[config.mk]
export PLATFORM = sky130hd
export DESIGN_NAME = fifo_burst_writer
export DESIGN_NICKNAME = d
export VERILOG_FILES = /design/src/rtl/fifo_burst_writer.sv
export SDC_FILE = /design/constraint.sdc
export NUM_CORES = 1
export LEC_CHECK = 0
export BUFFER_PORTS_ARGS = -buffer_cell sky130_fd_sc_hd__buf_4
export CORE_ASPECT_RATIO = 0.5
export CORE_MARGIN = 10
export CORE_UTILIZATION = 40
export CTS_CLUSTER_DIAMETER = 50
export CTS_CLUSTER_SIZE = 40
export DETAILED_ROUTE_END_ITERATION = 10
export PLACE_DENSITY = 0.69
export SLEW_MARGIN = 10
export SYNTH_ARGS = -nofsm -noshare
export SYNTH_HDL_FRONTEND = slang
export SYNTH_SLANG_ARGS = --single-unit
export TNS_END_PERCENT = 1
[constraint.sdc]
create_clock -name wr_clk -period 2.4 [get_ports wr_clk]
set_clock_uncertainty 0.1 [all_clocks]
set_input_delay 0.12 -clock wr_clk [delete_from_list [all_inputs] [get_ports wr_clk]]
set_output_delay 0.12 -clock wr_clk [all_outputs]
set_load 0.05 [all_outputs]
[src/rtl/fifo_burst_writer.sv]
// fifo_burst_writer: emits a burst of BURST_LEN sequential data words into a
// FIFO, starting at a sampled seed, with IDLE_CYCLES forced gap cycles after
// every written word. Backpressure (fifo_full) holds the current word and is
// counted in a saturating stall counter.
//
// Optional feature: define FIFO_BURST_WRITER_THROTTLE_EN to also hold off
// writes while fifo_half_full is high (those cycles count as stalls too).
// Without the macro fifo_half_full is ignored but the port stays present.
module fifo_burst_writer #(
  parameter int DATA_WIDTH  = 32,
  parameter int BURST_LEN   = 1024,
  parameter int IDLE_CYCLES = 2
) (
  input  logic                               wr_clk,
  input  logic                               wr_rst_n,
  input  logic                               start,
  input  logic [DATA_WIDTH-1:0]              seed,
  input  logic                               abort,
  input  logic                               fifo_full,
  input  logic                               fifo_half_full,
  output logic                               fifo_wr_en,
  output logic [DATA_WIDTH-1:0]              fifo_wr_data,
  output logic                               busy,
  output logic                               done,
  output logic [$clog2(BURST_LEN+1)-1:0]     words_sent,
  output logic [15:0]                        stall_cycles
);

  localparam int WS_W  = $clog2(BURST_LEN+1);
  // Gap counter needs at least one bit even when gaps are disabled.
  localparam int GAP_W = (IDLE_CYCLES > 0) ? $clog2(IDLE_CYCLES+1) : 1;

  localparam logic [1:0] S_IDLE  = 2'd0;
  localparam logic [1:0] S_WRITE = 2'd1;
  localparam logic [1:0] S_GAP   = 2'd2;
  localparam logic [1:0] S_DONE  = 2'd3;

  logic [1:0]            state;
  logic [DATA_WIDTH-1:0] data;
  logic [WS_W-1:0]       ws_q;
  logic [15:0]           stall_q;
  logic [GAP_W-1:0]      gap_cnt;
  logic                  fifo_ok;
  logic                  in_write;
  logic                  last_word;

`ifdef FIFO_BURST_WRITER_THROTTLE_EN
  assign fifo_ok = !fifo_full && !fifo_half_full;
`else
  assign fifo_ok = !fifo_full;
  // Port kept for interface compatibility; intentionally has no effect.
  logic unused_half_full;
  assign unused_half_full = fifo_half_full;
`endif

  assign in_write   = (state == S_WRITE) && !abort;
  // Write strobe is combinational so a full flag blocks it in the same cycle.
  assign fifo_wr_en = in_write && fifo_ok;
  assign last_word  = (ws_q == WS_W'(BURST_LEN - 1));

  assign fifo_wr_data = data;
  assign busy         = (state != S_IDLE);
  assign done         = (state == S_DONE) && !abort;
  assign words_sent   = ws_q;
  assign stall_cycles = stall_q;

  // Burst sequencer: state, data word, word count, stall count and gap timer.
  always_ff @(posedge wr_clk or negedge wr_rst_n) begin
    if (!wr_rst_n) begin
      state   <= S_IDLE;
      data    <= '0;
      ws_q    <= '0;
      stall_q <= '0;
      gap_cnt <= '0;
    end else begin
      case (state)
        S_IDLE: begin
          if (start && !abort) begin
            data    <= seed;
            ws_q    <= '0;
            stall_q <= '0;
            state   <= S_WRITE;
          end
        end
        S_WRITE: begin
          if (abort) begin
            state <= S_IDLE;
          end else if (fifo_ok) begin
            data <= data + 1'b1;
            ws_q <= ws_q + 1'b1;
            if (last_word) begin
              state <= S_DONE;
            end else if (IDLE_CYCLES == 0) begin
              state <= S_WRITE;
            end else begin
              gap_cnt <= GAP_W'(IDLE_CYCLES);
              state   <= S_GAP;
            end
          end else if (stall_q != 16'hFFFF) begin
            // Blocked: word is held, only the stall counter moves.
            stall_q <= stall_q + 16'd1;
          end
        end
        S_GAP: begin
          if (abort) begin
            state <= S_IDLE;
          end else if (gap_cnt <= GAP_W'(1)) begin
            state <= S_WRITE;
          end else begin
            gap_cnt <= gap_cnt - 1'b1;
          end
        end
        default: begin
          // S_DONE lasts one cycle; start here is deliberately ignored.
          state <= S_IDLE;
        end
      endcase
    end
  end

endmodule
==> results.md <==
- Reg2Reg Depth: 5
- DR vias/cell: 5.61
- Worst setup EP type: primary output
- Worst hold endpoint: fifo_wr_data[3]
- Syn Area/Cell: 8.65 sq um
- Worst path depth: 4
- Placed Area: 4600 sq um
- CP Class: reg2out
- Port bufs: between 90 and 100
- Launching point of the worst reg2reg path: fifo_wr_data[0]
- Cell area power density: between 900 and 1000 nW/um^2
- 1st-pass router iterations: 4
- Nets: slightly below 600
- Cell Rows: 24
- Worst Path Max Fanout: 13
- Cell total after placement: 633
- Ys flop type: dfrtp_1
- Routed via count: 3728
- Slew Viols, Final: 0
- Slew of the pin with the lowest slew margin: roughly 0.84 ns
- Die H: 88.0 microns
- Antenna violations before repair: 0
- Worst path arrival time: 2.02 ns
- Fmax: 447 MHz
- Status: finished, final reports clean
- Yosys warns: 0
- Routed len/inst: 17.6 microns
- Worst Hold Launch: seed[3]
- Synthesized instance count: 428
- Area Overhead vs Synth: 36.6%
- Post-route ant nets: 0
- Detailed Place HPWL: 8180 microns
- Post-CTS Setup Bufs: 0
- Period utilization: 93.3%
- Total GRT Usage: 17.3%
- Die area: between 10000 and 15000 sq um
- # IOs: 100
- Pin count of the biggest net entering global routing: 64
- Max incr delay on CP: 0.49 ns
- Leakage: 0.00222 uW
- Max Cap Viol: 0
- TritonCTS clock tree: yes
- Die outline width: 156 microns
- Seq cells post-synth: 63
- Total CTS buffers: 9
- Max Buffers Root-to-Sink: 2
- Layout cells sized above 1: 25.8%
- GP Congestion: 0.814
- Sequential area share after synthesis: 42.6%
- Post-route setup slack: 0.161 ns
- Synth area leader: dfrtp_1
- Crit start category: register
- Initial Utilization: 41.8%
- Power Total: 4940 uW
- Worst skew pair latency: 0.34 ns
- Min Tclk post-route: 2.24 ns
- Commonest cells after routing, fill and taps aside: buf_4 (113), dfrtp_1 (63), nor2_1 (43)
- Mapped Area: 3700 sq um
- Number of synthesized flops with an enable pin: 0
- Max IR drop VDD: 487 uV
- Sinks on Clock Net: between 60 and 70
- Reg2reg setup slack: 0.24 ns
- Mapped Nets: 470
- Top cells by area, synth: dfrtp_1 (43%), o21ai_0 (5.3%), nor2_1 (4.4%)
- Cell area after layout: 5060 sq um
- Clk pin slew, worst setup/hold paths: 0.06 ns
- Worst Hold Depth: 3
- Initial DRC Count: around 260
- Final Hold Fails: 0
- WP buf/inv: 2
- Setup TNS: 0 ns
- Grt ovf: 0
- CP cell instances: nor3b_4 > or2b_1 > inv_1 > buf_4
- Worst reg2reg endpoint: fifo_wr_data[30]
- Critical path's slowest cell: dfrtp_1
- Yosys top cell area share: 42.6%
- Number of fill cells: 828
- Most common cell after layout, fill and taps aside: buf_4
- Total core area: 8860 sq um
- # H-tree levels: 3
- Final count of negative-setup-slack endpoints: 0
- Required time at the worst-slack endpoint: 2.18 ns
- DRT Wirelength: 11700 microns
- Synth async-reset ratio: 100%
- Vias in the first global route: 3763
- Slew headroom: between 40 and 50%
- Root Buffer: clkbuf_16
- Cell family with most CP delay: buffers and inverters
- Pre-CTS setup slack: between 0.2 and 0.3 ns
- DR DRC count: 0
- ANT cells: 0
- Type of the worst min-delay path: in2reg
- RSZ-0062 raised after global routing: false
- First-pass GRT wire length: between 15000 and 20000 microns
- Layout Cells excl Fill: 664
- Synth cell types: 59
-- sequential cells by signal, summed over array words and instances, names as in the netlist --
signal / cells
fifo_wr_data: 32
gap_cnt: 2
stall_cycles: 16
state: 2
words_sent: 11
-- worst max path at each step --
stage               startpoint                to
2_1_floorplan  stall_cycles[0]   stall_cycles[9]
3_3_place_gp   fifo_wr_data[0]  fifo_wr_data[30]
3_5_place_dp   fifo_wr_data[0]  fifo_wr_data[30]
4_1_cts               state[0]        fifo_wr_en
5_1_grt               state[0]        fifo_wr_en
6_report              state[0]        fifo_wr_en
-- synth_stat cells, drive strengths merged, types with 7 or more instances --
cell type,count
a211oi,9
a21oi,30
a311oi,7
and3,7
and4,8
buf,11
clkbuf,15
dfrtp,63
inv,11
nand2,38
nand3,23
nand4,15
nor2,43
nor3,14
nor4,9
o21ai,39
o22ai,10
or3,7
-- logic make-up (layout without fill, tap and decap cells) --
kind of cell               count (synthesis)  after routing  synth area share, %
adders and majority gates                  4              4                 1.35
AOI/OAI and AO/OA                        127            127                 21.6
xor gates and xnor gates                   9              9                 2.13
and+or+nand+nor                          183            183                 26.4
buffers and inverters                     37            156                 4.60
muxes                                      5              5                 1.35
DFF                                       63             63                 42.6
-- routing by layer --
metal / global-route usage, % / vias to the layer above / part of all wire, %
li1: - / 1835 / -
met1: 21.9 / 1789 / 44
met2: 27.7 / 90 / 48
met3: 5.09 / 14 / 5.9
met4: 6.13 / 0 / 1.5
met5: 0 / - / 0
-- what timing repair did --
| action | in CTS | in global routing |
|---|---|---|
| gates resized for setup | 0 | 0 |
| hold buffers | 15 | 0 |
| endpoints found under the hold margin | 76 | 0 |
-- metrics by stage --
stage | hold WS, ns | util, %
after floorplan | -0.276 | -
after global placement | 0.181 | 51.9
after detailed placement | 0.175 | 51.9
after CTS | 0.000327 | 57.1
after global routing | 0.0132 | 57.1
final | 0.00613 | 57.1
-- area by class of cell --
type / count / area (sq um) / area share, %
clock inverters: 3 / 40.0 / 0.792
well taps: 117 / 146 / 2.90
multi-input cells: 328 / 1960 / 38.8
flip-flops and latches: 63 / 1580 / 31.2
clock buffers: 13 / 270 / 5.35
inverters: 11 / 41.3 / 0.817
repair buffers: 129 / 1020 / 20.1
-- power by group --
| part | internal, uW | switching [uW] |
|---|---|---|
| logic | 644 | 1320 |
| clock network | 885 | 481 |
| registers | 1290 | 327 |
| total | 2820 | 2130 |
-- worst register-to-register path, delay by kind of cell (launching register included) --
family,cells,cell delay [ns]
flops,1,0.43
compound gates,1,0.18
fa+ha+maj,1,0.25
simple gates,3,1.12
Power figures use the tool's default switching activity.
